**src/rtl/nabp_sinogram_strided_addresser.sv**
```systemverilog
// Sinogram addresser with a programmable start angle and stride: walks the projection angles
// for the filtered RAM and maps (angle, s) to a registered flat sinogram RAM address.
module nabp_sinogram_strided_addresser #(
  parameter int unsigned NO_OF_ANGLES = 180,
  parameter int unsigned LINE_SIZE    = 256,
  parameter int unsigned ANGLE_W      = 8,
  parameter int unsigned S_W          = 9,
  parameter int unsigned ADDR_W       = 16
) (
  input  logic               i_clk,
  input  logic               i_reset_n,
  input  logic               i_hs_kick,
  input  logic               i_hs_abort,
  input  logic [ANGLE_W-1:0] i_cfg_start_angle,
  input  logic [ANGLE_W-1:0] i_cfg_angle_step,
  input  logic [S_W-1:0]     i_fr_s_val,
  input  logic               i_fr_s_valid,
  input  logic               i_fr_next_angle,
  output logic               o_hs_busy,
  output logic               o_hs_done,
  output logic               o_hs_err,
  output logic [ANGLE_W-1:0] o_fr_angle,
  output logic               o_fr_has_next_angle,
  output logic               o_fr_next_angle_ack,
  output logic [ANGLE_W-1:0] o_angle_count,
  output logic [ADDR_W-1:0]  o_sg_addr,
  output logic               o_sg_addr_valid,
  output logic               o_sg_oob
);

  localparam int unsigned AW1 = ANGLE_W + 1;
  localparam int unsigned SW1 = S_W + 1;

  typedef enum logic [1:0] {ST_READY, ST_INIT, ST_WORK} state_t;

  state_t             r_state;
  logic [ANGLE_W-1:0] r_start;
  logic [ANGLE_W-1:0] r_step;
  logic [ANGLE_W-1:0] r_angle;
  logic [ANGLE_W-1:0] r_angle_count;
  logic [ADDR_W-1:0]  r_base;
  logic [ADDR_W-1:0]  r_stride_off;
  logic [ADDR_W-1:0]  r_sg_addr;
  logic               r_sg_valid;
  logic               r_sg_oob;
  logic               r_done_pend;
  logic               r_done;
  logic               r_err;

  logic               w_work;
  logic [AW1-1:0]     w_next_sum;
  logic               w_has_next;
  logic               w_cfg_bad;
  logic               w_s_in_range;

  // One-bit-wider sum so start+step never wraps back into the legal angle range
  assign w_work       = (r_state == ST_WORK);
  assign w_next_sum   = AW1'(r_angle) + AW1'(r_step);
  assign w_has_next   = w_work && (w_next_sum < AW1'(NO_OF_ANGLES));
  assign w_cfg_bad    = (i_cfg_angle_step == '0) ||
                        (AW1'(i_cfg_start_angle) >= AW1'(NO_OF_ANGLES));
  assign w_s_in_range = (SW1'(i_fr_s_val) < SW1'(LINE_SIZE));

  always_ff @(posedge i_clk) begin
    if (!i_reset_n) begin
      r_state       <= ST_READY;
      r_start       <= '0;
      r_step        <= '0;
      r_angle       <= '0;
      r_angle_count <= '0;
      r_base        <= '0;
      r_stride_off  <= '0;
      r_sg_addr     <= '0;
      r_sg_valid    <= 1'b0;
      r_sg_oob      <= 1'b0;
      r_done_pend   <= 1'b0;
      r_done        <= 1'b0;
      r_err         <= 1'b0;
    end else begin
      r_done      <= r_done_pend;
      r_err       <= 1'b0;
      r_done_pend <= 1'b0;
      r_sg_addr   <= r_base + ADDR_W'(i_fr_s_val);
      r_sg_valid  <= i_fr_s_valid && w_work && w_s_in_range;
      r_sg_oob    <= i_fr_s_valid && w_work && !w_s_in_range;

      case (r_state)
        ST_READY: begin
          if (i_hs_kick) begin
            if (w_cfg_bad) begin
              r_done <= 1'b1;
              r_err  <= 1'b1;
            end else begin
              r_start <= i_cfg_start_angle;
              r_step  <= i_cfg_angle_step;
              r_state <= ST_INIT;
            end
          end
        end
        ST_INIT: begin
          if (i_hs_abort) begin
            r_state <= ST_READY;
          end else begin
            r_angle       <= r_start;
            r_base        <= ADDR_W'(r_start) * ADDR_W'(LINE_SIZE);
            r_stride_off  <= ADDR_W'(r_step) * ADDR_W'(LINE_SIZE);
            r_angle_count <= '0;
            r_state       <= ST_WORK;
          end
        end
        ST_WORK: begin
          // Abort wins over an advance request in the same cycle
          if (i_hs_abort) begin
            r_state <= ST_READY;
          end else if (i_fr_next_angle) begin
            r_angle_count <= r_angle_count + ANGLE_W'(1);
            if (w_has_next) begin
              r_angle <= r_angle + r_step;
              r_base  <= r_base + r_stride_off;
            end else begin
              r_done_pend <= 1'b1;
              r_state     <= ST_READY;
            end
          end
        end
        default: r_state <= ST_READY;
      endcase
    end
  end

  assign o_hs_busy           = (r_state == ST_INIT) || w_work;
  assign o_hs_done           = r_done;
  assign o_hs_err            = r_err;
  assign o_fr_angle          = r_angle;
  assign o_fr_has_next_angle = w_has_next;
  assign o_fr_next_angle_ack = w_has_next && i_fr_next_angle && !i_hs_abort;
  assign o_angle_count       = r_angle_count;
  assign o_sg_addr           = r_sg_addr;
  assign o_sg_addr_valid     = r_sg_valid;
  assign o_sg_oob            = r_sg_oob;

endmodule

```
**config.mk**
```make
export PLATFORM = sky130hd
export DESIGN_NAME = nabp_sinogram_strided_addresser
export DESIGN_NICKNAME = d
export VERILOG_FILES = /design/src/rtl/nabp_sinogram_strided_addresser.sv
export SDC_FILE = /design/constraint.sdc
export NUM_CORES = 1
export LEC_CHECK = 0
export ABC_AREA = 1
export CAP_MARGIN = 20
export CORE_MARGIN = 5
export CORE_UTILIZATION = 42
export CTS_CLUSTER_SIZE = 14
export DETAILED_ROUTE_END_ITERATION = 8
export HOLD_SLACK_MARGIN = 0.15
export MAX_ROUTING_LAYER = met4
export PLACE_DENSITY = 0.73
export RECOVER_POWER = 25
export SETUP_SLACK_MARGIN = 0.15
export SLEW_MARGIN = 20
export SYNTH_ARGS = -nofsm -noshare
export SYNTH_HDL_FRONTEND = slang
export SYNTH_SLANG_ARGS = --single-unit
```
**constraint.sdc**
```tcl
create_clock -name i_clk -period 4.1 [get_ports i_clk]
set_input_delay 0.615 -clock i_clk [delete_from_list [all_inputs] [get_ports i_clk]]
set_output_delay 0.615 -clock i_clk [all_outputs]
set_load 0.02 [all_outputs]
```
==> results.cfg <==
[floorplan]
dieArea_um2 = 10600
start_util = 0.424
design.core.area_um2 = 8590
pin_count = 70
rows = 34
die_w_um = 103
fp.dieH_um = 103

[sta]
setup_violations = 0
skew_ps = 10.6
fmax_mhz = 277
layout_setup_ws_ps = 490
setup-tns-final_ps = 0
finalCriticalPeriod_ps = 3610
hold_violations = 0
maxSlewViolCount = 0
slew_headroom = 0.115
rsz0062_at_grt = false
worstMarginPinSlew_ps = 1330
period_share = 0.881

[final_layout]
stdcell_count = 685
utilization = 0.536
layout-drive-gt1-share = 0.0589
syn_to_final_growth_pct = 26.3
antenna_cells = 0
postLayoutCellArea_um2 = 4610
fin_nets = 626
fill_cells = 839

[clock_network]
ctsResizeCount = 0
htreeDepth = 3
cts_tree = done
numClockSinks = 71
cts.reportedPaths.clkPinSlew_ps = 70
clock_tree.root_cell = clkbuf_8
clockBufferDepth = 2
hold_buffers = 0
worst_skew_pair.late_latency_ps = 350
cts_buffers = 9
cts_setup_buffers = 0

[synth]
yosysWarnings = 0
netlist.area_leader.share = 0.390
synthAdderAreaFrac = 0.0796
synth.distinct_cells = 36
ys_ff_latch = 71
syn_nets = 562
synthTopCellsByArea = dfxtp_1, nand2_1, a21oi_1
synth_xor_area_frac = 0.00721
yosysSeqAreaShare = 0.390
synth_top_family_by_area = simple AND/OR/NAND/NOR gates
synth_edf_count = 0
async_flop_share = 0
synth_ff_type = dfxtp_1
synth-compound-area-share = 0.164
syn_area_um2 = 3650
yosys.area_share.simple = 0.254
syn_inst = 509
syn_avg_cell_area_um2 = 7.16
yosys.area.top_type = dfxtp_1
synth_mux_area_frac = 0

[worst_setup_path]
criticalPathCategory = reg2out
end_kind = output pin
cp_max_fo = 5
worstPathArrival_ps = 3000
start_kind = flip-flop
cp.required_ps = 3480

[detailed_routing]
drt_iter0_markers = 138
post_drt_wl_per_cell_um = 13.4
antenna_left = 0
drt_wl_total_um = 9180
avgViaCountPerCell = 5.01
dr.pass1.iters = 4
drcViolationCount = 0
route.vias.total = 3435

[job]
drv_cap = 0

[placed_design]
port-buffer-count = 69
place_area_um2 = 4390
hpwl_um = 6900
gp_congestion = 0.907
pre_cts_ws_ps = 894
dp.cells = 670

[pwr]
p_leak_nw = 2.12
peakVddDrop_uv = 342
p_per_area_nw_per_um2 = 624

[grt]
grt_antenna_before_repair = 0
grt_pass1_vias = 3430
grt_pass1_wl_um = 15400
grt_max_degree = 33
grt_usage = 0.188
grt_overflow_total = 0

[run_status]
outcome = complete, no violations

[worst_hold_path]
hp-class = reg2reg
layout by cell type, fill, tap and decap left out, types with 2 or more instances in the layout:
| cell type | count |
|---|---|
| a21oi_1 | 62 |
| a21oi_2 | 2 |
| and3_1 | 2 |
| buf_4 | 3 |
| bufinv_16 | 2 |
| clkbuf_1 | 2 |
| clkbuf_8 | 10 |
| clkdlybuf4s50_1 | 58 |
| dfxtp_1 | 71 |
| dlygate4sd3_1 | 10 |
| fa_1 | 2 |
| ha_1 | 20 |
| inv_1 | 71 |
| inv_2 | 3 |
| nand2_1 | 92 |
| nand2_2 | 2 |
| nand2_4 | 2 |
| nand3_1 | 24 |
| nand3_2 | 2 |
| nand3b_1 | 13 |
| nand4_1 | 7 |
| nor2_1 | 45 |
| nor3_1 | 6 |
| nor4_1 | 2 |
| o21ai_0 | 47 |
| or2_2 | 2 |
| xor2_1 | 2 |
per-stage QoR:
step | hold WS (ps) | total power, mW
global route | 485 | 3.11
finish | 453 | 2.87
floorplan | 406 | 1.92
CTS | 450 | 2.90
global placement | 436 | 2.24
detailed placement | 432 | 2.27
cell usage after synthesis, types with 3 or more instances:
master	number
ha_1	20
dfxtp_1	71
nor3_1	6
o21ai_0	47
nand4_1	7
a21oi_1	62
nand3b_1	13
buf_2	3
nand2_1	92
clkbuf_1	12
nor2_1	45
nand3_1	24
buf_6	3
inv_1	71
inv_2	3
logic make-up (layout without fill, tap and decap cells):
group,count (synthesis),count (layout)
AND/OR/NAND/NOR,203,203
XOR/XNOR,3,3
flip-flops,71,71
buffers and inverters,94,162
AO/OA/AOI/OAI,116,116
adder cells (fa/ha/maj),22,22
sequential cells by signal, indices dropped and copies added, names as in the netlist:
register	cells
o_sg_addr_valid	1
r_done_pend	1
o_hs_done	1
r_start	8
r_step	8
o_sg_addr	16
r_state	2
o_fr_angle	8
o_hs_err	1
r_base	8
o_sg_oob	1
r_stride_off	8
o_angle_count	8
worst paths after layout:
kind         cells past startpoint  slack [ps]          start                  end
max                             17         490  o_fr_angle[0]  o_fr_next_angle_ack
min                              2         450     r_start[2]           r_start[2]
max reg2reg                     13        1350     r_state[0]     o_angle_count[6]
min reg2reg                      2         450     r_start[2]           r_start[2]
worst max-delay path, stage by stage, from the launching register on:
cell,delay [ps]
dfxtp_1,370
ha_1,220
inv_1,70
fa_1,390
inv_1,110
nand2_1,70
nand2_1,60
nand3_1,60
nand2_1,80
inv_1,40
nand2_1,50
inv_1,30
nand2_1,40
nand2_1,50
nand2_2,100
nand3_1,170
nor2_1,130
clkdlybuf4s50_1,610
area by class of cell:
class                           instances  area (um2)  area share
Sequential cell                        71        1420       0.309
Clock inverter                          5        81.3      0.0177
Inverter                               74         278      0.0603
Tap cell                              108         135      0.0293
Multi-Input combinational cell        344        1840       0.400
Clock buffer                           10         138      0.0299
Timing Repair Buffer                   73         711       0.154
report_power, final:
part	switching [mW]	total [mW]	leakage [nW]	internal, mW
logic	0.830	1.33	1.42	0.500
clock network	0.268	0.625	0.109	0.357
registers	0.0857	0.919	0.583	0.834
total	1.18	2.87	2.12	1.69
routing by layer:
| metal | vias to the layer above | track usage | routed length (um) |
|---|---|---|---|
| met5 | - | - | 0 |
| met4 | 0 | 0.0767 | 191 |
| met3 | 16 | 0.0241 | 279 |
| met2 | 66 | 0.320 | 4590 |
| met1 | 1573 | 0.225 | 4110 |
| li1 | 1780 | - | - |
No activity file was read; power rests on OpenSTA's default activity.
